$ cat src/rtl/gemma_acc_pkg.sv
// Shared types for the GEMM tile scheduler: FSM state encoding, default tile size
// and the job descriptor handed to the tile engine.
package gemma_acc_pkg;

    localparam int DEF_TILE_BYTES = 256;

    typedef enum logic [1:0] {
        ST_IDLE  = 2'd0,
        ST_ISSUE = 2'd1,
        ST_DRAIN = 2'd2,
        ST_DONE  = 2'd3
    } sched_state_t;

    typedef struct packed {
        logic [63:0] addr_a;
        logic [63:0] addr_b;
        logic [63:0] addr_c;
        logic        k_first;
        logic        k_last;
    } tile_job_t;

endpackage

$ cat src/rtl/gemma_tile_addr_gen.sv
// Tile index walker (m outer, n, k inner) with incrementally updated A/B/C tile
// addresses; only adds of TILE_BYTES and a shifted B row stride, no multipliers.
module gemma_tile_addr_gen
    import gemma_acc_pkg::*;
#(
    parameter int TILE_BYTES = DEF_TILE_BYTES,
    parameter int CNT_W      = 16
) (
    input  logic             ap_clk,
    input  logic             ap_rst_n,
    input  logic             load,
    input  logic             advance,
    input  logic [63:0]      base_a,
    input  logic [63:0]      base_b,
    input  logic [63:0]      base_c,
    input  logic [CNT_W-1:0] m_tiles,
    input  logic [CNT_W-1:0] n_tiles,
    input  logic [CNT_W-1:0] k_tiles,
    output tile_job_t        job,
    output logic             last_job
);

    localparam int          TILE_SH  = $clog2(TILE_BYTES);
    localparam logic [63:0] TILE_INC = 64'(TILE_BYTES);

    logic [CNT_W-1:0] m_max, n_max, k_max;
    logic [CNT_W-1:0] m_idx, n_idx, k_idx;
    logic [63:0]      addr_a, addr_b, addr_c;
    logic [63:0]      a_row, b_col, b_base, b_stride;
    logic             k_first, k_last;
    logic             k_wrap, n_wrap;

    assign k_wrap   = (k_idx == k_max);
    assign n_wrap   = (n_idx == n_max);
    assign last_job = (m_idx == m_max) && n_wrap && k_wrap;

    assign job = '{addr_a: addr_a, addr_b: addr_b, addr_c: addr_c,
                   k_first: k_first, k_last: k_last};

    always_ff @(posedge ap_clk or negedge ap_rst_n) begin
        if (!ap_rst_n) begin
            m_max    <= '0;
            n_max    <= '0;
            k_max    <= '0;
            m_idx    <= '0;
            n_idx    <= '0;
            k_idx    <= '0;
            addr_a   <= '0;
            addr_b   <= '0;
            addr_c   <= '0;
            a_row    <= '0;
            b_col    <= '0;
            b_base   <= '0;
            b_stride <= '0;
            k_first  <= 1'b0;
            k_last   <= 1'b0;
        end else if (load) begin
            m_max    <= m_tiles - CNT_W'(1);
            n_max    <= n_tiles - CNT_W'(1);
            k_max    <= k_tiles - CNT_W'(1);
            m_idx    <= '0;
            n_idx    <= '0;
            k_idx    <= '0;
            addr_a   <= base_a;
            addr_b   <= base_b;
            addr_c   <= base_c;
            a_row    <= base_a;
            b_col    <= base_b;
            b_base   <= base_b;
            b_stride <= 64'(n_tiles) << TILE_SH;
            k_first  <= 1'b1;
            k_last   <= (k_tiles == CNT_W'(1));
        end else if (advance) begin
            if (!k_wrap) begin
                k_idx   <= k_idx + CNT_W'(1);
                addr_a  <= addr_a + TILE_INC;
                addr_b  <= addr_b + b_stride;
                k_first <= 1'b0;
                k_last  <= ((k_idx + CNT_W'(1)) == k_max);
            end else begin
                k_idx   <= '0;
                k_first <= 1'b1;
                k_last  <= (k_max == '0);
                addr_c  <= addr_c + TILE_INC;
                if (!n_wrap) begin
                    // Same A row restarts; B moves one column right.
                    n_idx  <= n_idx + CNT_W'(1);
                    addr_a <= a_row;
                    addr_b <= b_col + TILE_INC;
                    b_col  <= b_col + TILE_INC;
                end else begin
                    // Next A row begins right after the last tile of this one.
                    n_idx  <= '0;
                    m_idx  <= m_idx + CNT_W'(1);
                    addr_a <= addr_a + TILE_INC;
                    a_row  <= addr_a + TILE_INC;
                    addr_b <= b_base;
                    b_col  <= b_base;
                end
            end
        end
    end

endmodule

$ cat src/rtl/gemma_tile_scheduler.sv
// Sequences the single-tile GEMM engine over an M x N x K tiled multiply.
// Optional GEMMA_SCHED_PERF_EN adds busy-cycle and stall-cycle counters.
//
//  state | meaning
//  IDLE  | waiting for cfg_start
//  ISSUE | offering jobs while credits remain
//  DRAIN | all jobs issued (or aborted), waiting for outstanding completions
//  DONE  | one-cycle completion pulse
module gemma_tile_scheduler
    import gemma_acc_pkg::*;
#(
    parameter int TILE_BYTES      = DEF_TILE_BYTES,
    parameter int CNT_W           = 16,
    parameter int MAX_OUTSTANDING = 2
) (
    input  logic             ap_clk,
    input  logic             ap_rst_n,
    input  logic             cfg_start,
    input  logic             cfg_abort,
    input  logic [63:0]      cfg_base_a,
    input  logic [63:0]      cfg_base_b,
    input  logic [63:0]      cfg_base_c,
    input  logic [CNT_W-1:0] cfg_m_tiles,
    input  logic [CNT_W-1:0] cfg_n_tiles,
    input  logic [CNT_W-1:0] cfg_k_tiles,
    output logic             job_valid,
    input  logic             job_ready,
    output logic [63:0]      job_addr_a,
    output logic [63:0]      job_addr_b,
    output logic [63:0]      job_addr_c,
    output logic             job_k_first,
    output logic             job_k_last,
    input  logic             job_done,
    output logic             busy,
    output logic             done,
    output logic             err_cfg,
    output logic             aborted
`ifdef GEMMA_SCHED_PERF_EN
   ,output logic [31:0]      perf_cycles,
    output logic [31:0]      perf_stall
`endif
);

    localparam int               OUT_W   = $clog2(MAX_OUTSTANDING + 1);
    localparam logic [OUT_W-1:0] OUT_MAX = OUT_W'(MAX_OUTSTANDING);

    sched_state_t     state_q, state_d;
    logic [OUT_W-1:0] outs_q, outs_d;
    logic             hs, done_ok, cfg_zero, start_ok, load, last_job;
    tile_job_t        job;

    assign cfg_zero  = (cfg_m_tiles == '0) || (cfg_n_tiles == '0) || (cfg_k_tiles == '0);
    assign start_ok  = (state_q == ST_IDLE) && cfg_start;
    assign load      = start_ok && !cfg_zero;
    assign job_valid = (state_q == ST_ISSUE) && (outs_q < OUT_MAX);
    assign hs        = job_valid && job_ready;
    assign done_ok   = job_done && (outs_q != '0);
    assign busy      = (state_q != ST_IDLE);
    assign done      = (state_q == ST_DONE);

    assign job_addr_a  = job.addr_a;
    assign job_addr_b  = job.addr_b;
    assign job_addr_c  = job.addr_c;
    assign job_k_first = job.k_first;
    assign job_k_last  = job.k_last;

    gemma_tile_addr_gen #(
        .TILE_BYTES (TILE_BYTES),
        .CNT_W      (CNT_W)
    ) u_addr_gen (
        .ap_clk   (ap_clk),
        .ap_rst_n (ap_rst_n),
        .load     (load),
        .advance  (hs && !last_job),
        .base_a   (cfg_base_a),
        .base_b   (cfg_base_b),
        .base_c   (cfg_base_c),
        .m_tiles  (cfg_m_tiles),
        .n_tiles  (cfg_n_tiles),
        .k_tiles  (cfg_k_tiles),
        .job      (job),
        .last_job (last_job)
    );

    always_comb begin
        outs_d = outs_q;
        if (hs && !done_ok) begin
            outs_d = outs_q + OUT_W'(1);
        end else if (!hs && done_ok) begin
            outs_d = outs_q - OUT_W'(1);
        end
    end

    always_comb begin
        state_d = state_q;
        unique case (state_q)
            ST_IDLE:  if (cfg_start) state_d = cfg_zero ? ST_DONE : ST_ISSUE;
            ST_ISSUE: if (cfg_abort || (hs && last_job)) state_d = ST_DRAIN;
            ST_DRAIN: if (outs_d == '0) state_d = ST_DONE;
            ST_DONE:  state_d = ST_IDLE;
            default:  state_d = ST_IDLE;
        endcase
    end

    always_ff @(posedge ap_clk or negedge ap_rst_n) begin
        if (!ap_rst_n) begin
            state_q <= ST_IDLE;
            outs_q  <= '0;
            err_cfg <= 1'b0;
            aborted <= 1'b0;
        end else begin
            state_q <= state_d;
            outs_q  <= outs_d;
            if (start_ok) begin
                err_cfg <= cfg_zero;
                aborted <= 1'b0;
            end else if (cfg_abort && (state_q == ST_ISSUE)) begin
                aborted <= 1'b1;
            end
        end
    end

`ifdef GEMMA_SCHED_PERF_EN
    always_ff @(posedge ap_clk or negedge ap_rst_n) begin
        if (!ap_rst_n) begin
            perf_cycles <= '0;
            perf_stall  <= '0;
        end else if (start_ok) begin
            perf_cycles <= '0;
            perf_stall  <= '0;
        end else begin
            if (busy && (perf_cycles != '1)) perf_cycles <= perf_cycles + 32'd1;
            if (job_valid && !job_ready && (perf_stall != '1)) perf_stall <= perf_stall + 32'd1;
        end
    end
`endif

endmodule

$ cat config.mk
export PLATFORM = sky130hd
export DESIGN_NAME = gemma_tile_scheduler
export DESIGN_NICKNAME = d
export VERILOG_FILES = /design/src/rtl/gemma_acc_pkg.sv /design/src/rtl/gemma_tile_addr_gen.sv /design/src/rtl/gemma_tile_scheduler.sv
export SDC_FILE = /design/constraint.sdc
export NUM_CORES = 2
export LEC_CHECK = 0
export BUFFER_PORTS_ARGS = -buffer_cell sky130_fd_sc_hd__buf_2
export CAP_MARGIN = 20
export CELL_PAD_IN_SITES_DETAIL_PLACEMENT = 1
export CELL_PAD_IN_SITES_GLOBAL_PLACEMENT = 2
export CORE_ASPECT_RATIO = 0.6
export CORE_UTILIZATION = 35
export DETAILED_ROUTE_END_ITERATION = 6
export MAX_ROUTING_LAYER = met4
export PLACE_DENSITY_LB_ADDON = 0.1
export SLEW_MARGIN = 5
export SYNTH_ARGS = -nofsm -noshare
export SYNTH_HDL_FRONTEND = slang
export SYNTH_HIERARCHICAL = 1
export SYNTH_SLANG_ARGS = --single-unit
$ cat constraint.sdc
create_clock -name ap_clk -period 5.4 [get_ports ap_clk]
set_input_delay 0.27 -clock ap_clk [delete_from_list [all_inputs] [get_ports ap_clk]]
set_output_delay 0.27 -clock ap_clk [all_outputs]
set_load 0.005 [all_outputs]
==> flow_metrics.env <==
export IMPL_setup_viol=0
export IMPL_p_per_area_nw_per_um2=496
export IMPL_end_kind="register"
export IMPL_cts_clk_slew_worst_paths_ns=0.06
export IMPL_antenna_found_initial=12
export IMPL_fill_cells=10156
export IMPL_rows=83
export IMPL_violations="DRC"
export IMPL_rsz0062_at_grt="false"
export IMPL_multi_input_area_um2=16500
export IMPL_port_buffers=444
export IMPL_rrSetupSlack_ns=0.84
export IMPL_p_leak_nw=15.7
export IMPL_hold_start="cfg_k_tiles[14]"
export IMPL_viasPerCell=5.70
export IMPL_r2r_end="u_addr_gen/addr_c[60]$_DFFE_PN0P_"
export IMPL_status="complete, but fails checks"
export IMPL_hold_path_end="u_addr_gen/k_max[14]$_DFFE_PN0P_"
export IMPL_cts_tree="yes"
export IMPL_synthXorXnorAreaFrac_pct=7.96
export IMPL_ys_ff_latch=504
export IMPL_ys_seq_area_share_pct=41.4
export IMPL_synth_area_leaders="dfrtp_1 (41%), o21ai_0 (5.3%), nand2_1 (5.1%)"
export IMPL_cts_buffer_depth=3
export IMPL_muxShareOfSynthArea_pct=3.73
export IMPL_regArea_um2=12600
export IMPL_post_drt_wl_per_cell_um=24.3
export IMPL_synth_edf_count=0
export IMPL_layout_drive_gt1_share_pct=16.8
export IMPL_yosys_area_top_type="dfrtp_1"
export IMPL_route_antenna_remaining_nets=0
export IMPL_post_dp_hpwl_um=89900
export IMPL_synth_main_ff_cell="dfrtp_1"
export IMPL_cts_htree_levels=2
export IMPL_numClockSinks=504
export IMPL_syn_area_um2=30400
export IMPL_die_w_um=383
export IMPL_yosys_cell_types_count=97
export IMPL_async_flop_share_pct=100
export IMPL_start_util_pct=35.5
export IMPL_grt_pass1_wl_um=197000
export IMPL_yosys_area_share_simple_pct=21.9
export IMPL_arrival_ns=5.11
export IMPL_syn_inst=3590
export IMPL_cp_max_fo=18
export IMPL_grt_max_degree=185
export IMPL_cts_root_buffer="clkbuf_16"
export IMPL_fin_tns_setup_ns=0
export IMPL_die_h_um=230
export IMPL_worst_pin_slew_ns=1.13
export IMPL_avgSynthCellArea_um2=8.48
export IMPL_core_um2=85800
export IMPL_cts_buffers=55
export IMPL_cp_required_ns=5.96
export IMPL_track_usage_pct=29.8
export IMPL_synthAdderAreaFrac_pct=1.38
export IMPL_slew_violations=0
export IMPL_gp_congestion=0.874
export IMPL_via_count=30418
export IMPL_drc_errors=43
export IMPL_fmax_ghz=0.220
export IMPL_drt_iter0_drc=2515
export IMPL_worstRegToRegCells=10
export IMPL_final_nets=4417
export IMPL_synth_top_area_share_pct=41.4
export IMPL_io_pins=445
export IMPL_fin_worst_skew_ns=0.0358
export IMPL_slew_headroom_pct=24.8
export IMPL_overflow=0
export IMPL_synthTopCellsByCount="dfrtp_1 (504), nand2_1 (415), nor2_1 (366)"
export IMPL_clock_latency_ns=0.66
export IMPL_synth_top_family_by_area="simple AND/OR/NAND/NOR gates"
export IMPL_peakVddDrop_v=0.000265
export IMPL_dieArea_um2=88200
export IMPL_hold_viol=0
export IMPL_grt_pass1_vias=30230
export IMPL_crit_type="reg -> reg"
export IMPL_synth_fp_nets=3869
export IMPL_start_kind="register"
export IMPL_area_delta_synth_final_pct=24.7
export IMPL_hold_depth=3
export IMPL_drt_pass1_iterations=7
export IMPL_rr_startpoint="u_addr_gen/k_max[11]$_DFFE_PN0P_"
export IMPL_ys_warn_count=6
export IMPL_synth_compound_area_share_pct=19.0
export IMPL_maxCapViolations=0
export IMPL_synth_most_common_cell="dfrtp_1"
export IMPL_fin_crit_ns=4.56
export IMPL_hp_class="in -> reg"
export IMPL_fin_cells=5338
export IMPL_dp_cells=4994
export IMPL_finalCritPeriodShare_pct=84.4
export IMPL_routed_wl_um=130000
-- sequential cells by signal, indices dropped and copies added (netlist names), 2 cells and up --
register,cells
u_addr_gen/b_base,64
u_addr_gen/b_col,64
u_addr_gen/m_idx,16
u_addr_gen/m_max,16
u_addr_gen/k_max,16
u_addr_gen/a_row,64
u_addr_gen/b_stride,16
u_addr_gen/n_idx,16
u_addr_gen/addr_a,64
u_addr_gen/addr_c,64
u_addr_gen/k_idx,16
u_addr_gen/addr_b,64
state_q,2
u_addr_gen/n_max,16
outs_q,2
-- how the worst max path moves through the flow --
stage,start,end,cells past startpoint
after floorplan,u_addr_gen/k_idx[4]$_DFFE_PN0N_,u_addr_gen/addr_c[60]$_DFFE_PN0P_,15
after global placement,u_addr_gen/k_max[11]$_DFFE_PN0P_,u_addr_gen/addr_c[58]$_DFFE_PN0P_,10
after detailed placement,u_addr_gen/k_max[11]$_DFFE_PN0P_,u_addr_gen/addr_c[60]$_DFFE_PN0P_,10
after CTS,u_addr_gen/k_max[11]$_DFFE_PN0P_,u_addr_gen/addr_c[60]$_DFFE_PN0P_,10
after global routing,u_addr_gen/k_max[11]$_DFFE_PN0P_,u_addr_gen/addr_b[60]$_DFFE_PN0N_,10
final,u_addr_gen/k_max[11]$_DFFE_PN0P_,u_addr_gen/addr_c[60]$_DFFE_PN0P_,10
-- power by group --
part	leakage (nW)	switching [W]	internal, W
logic	8.70	0.00442	0.00315
registers	6.05	0.00187	0.00538
clock network	0.906	0.00175	0.00224
-- placed cells by master, fill, tap and decap left out, types with 13 or more instances in the layout --
cell and instances:
or4_1 17, and2_1 17, or3_1 23, clkbuf_16 55, a31oi_1 56, o22ai_1 23, a2bb2oi_1 15, o221ai_1 17
buf_4 50, nand4_1 81, buf_2 443, o21a_1 22, a21o_1 15, o211ai_1 45, ha_1 32, clkbuf_1 13
dfrtp_1 504, nor3_1 87, a211oi_1 24, nand3b_1 18, mux2_2 52, a311oi_1 13, and4_1 28, dlygate4sd3_1 232
clkbuf_8 16, mux2i_1 55, and3_1 59, nor4_1 78, a21oi_1 236, nor2_1 358, inv_1 98, nand3_1 138
xnor2_1 154, o21ai_0 319, o31ai_1 32, nand2_1 413, xor2_1 120
-- worst max-delay path, cell delays in order, from the launching register on --
cell	delay [ns]
dfrtp_1	0.45
xor2_1	0.30
and4b_1	0.25
nand4_1	0.20
nor3_1	0.14
nor2b_4	0.56
inv_2	0.44
or4_1	0.88
or4_1	0.70
or3_1	0.36
a31oi_1	0.18
-- cells by family (layout without fill, tap and decap cells) --
family                   after synthesis  after routing
flip-flops                           504            504
multiplexers                         107            107
buffers and inverters                346            935
AO/OA/AOI/OAI                        935            935
adder cells (fa/ha/maj)               33             33
XOR/XNOR                             275            275
AND/OR/NAND/NOR                     1390           1390
other                                  0             12
-- layout make-up --
| type | count | area share [%] |
|---|---|---|
| well taps | 1147 | 3.78 |
| diodes | 12 | 0.0791 |
| clock buffers | 84 | 4.34 |
| inverters | 100 | 0.996 |
| clock inverters | 14 | 0.491 |
| multi-input cells | 2740 | 43.6 |
| repair buffers | 737 | 13.5 |
| flip-flops and latches | 504 | 33.2 |
-- metrics by stage --
step | setup slack (ns) | area (um2) | util (%) | power (W) | hold WS (ns)
3_3_place_gp | 0.995 | 33800 | 39.4 | 0.0145 | 0.330
5_1_grt | 0.702 | 37900 | 44.2 | 0.0201 | 0.0220
3_5_place_dp | 0.859 | 33800 | 39.4 | 0.0146 | 0.319
2_1_floorplan | 1.31 | 30400 | - | 0.0115 | -0.0256
4_1_cts | 0.870 | 37900 | 44.2 | 0.0188 | 0.000741
6_report | 0.845 | 38000 | 44.2 | 0.0188 | 0.00931
-- routing by layer --
metal  track usage [%]  part of all wire, %  vias up
met3              6.26                  7.6      161
li1                  -                    -    14042
met2              40.3                   41      969
met4              6.74                  2.3        0
met1              44.5                   49    15246
met5                 -                    0        -
-- what timing repair did --
action | 4_1_cts | 5_1_grt
resized for setup | 0 | 0
hold buffers | 232 | 0
buffers inserted | 0 | 0
hold endpoints to repair | 463 | 0
Note: power is estimated with default switching activity, not from simulation.
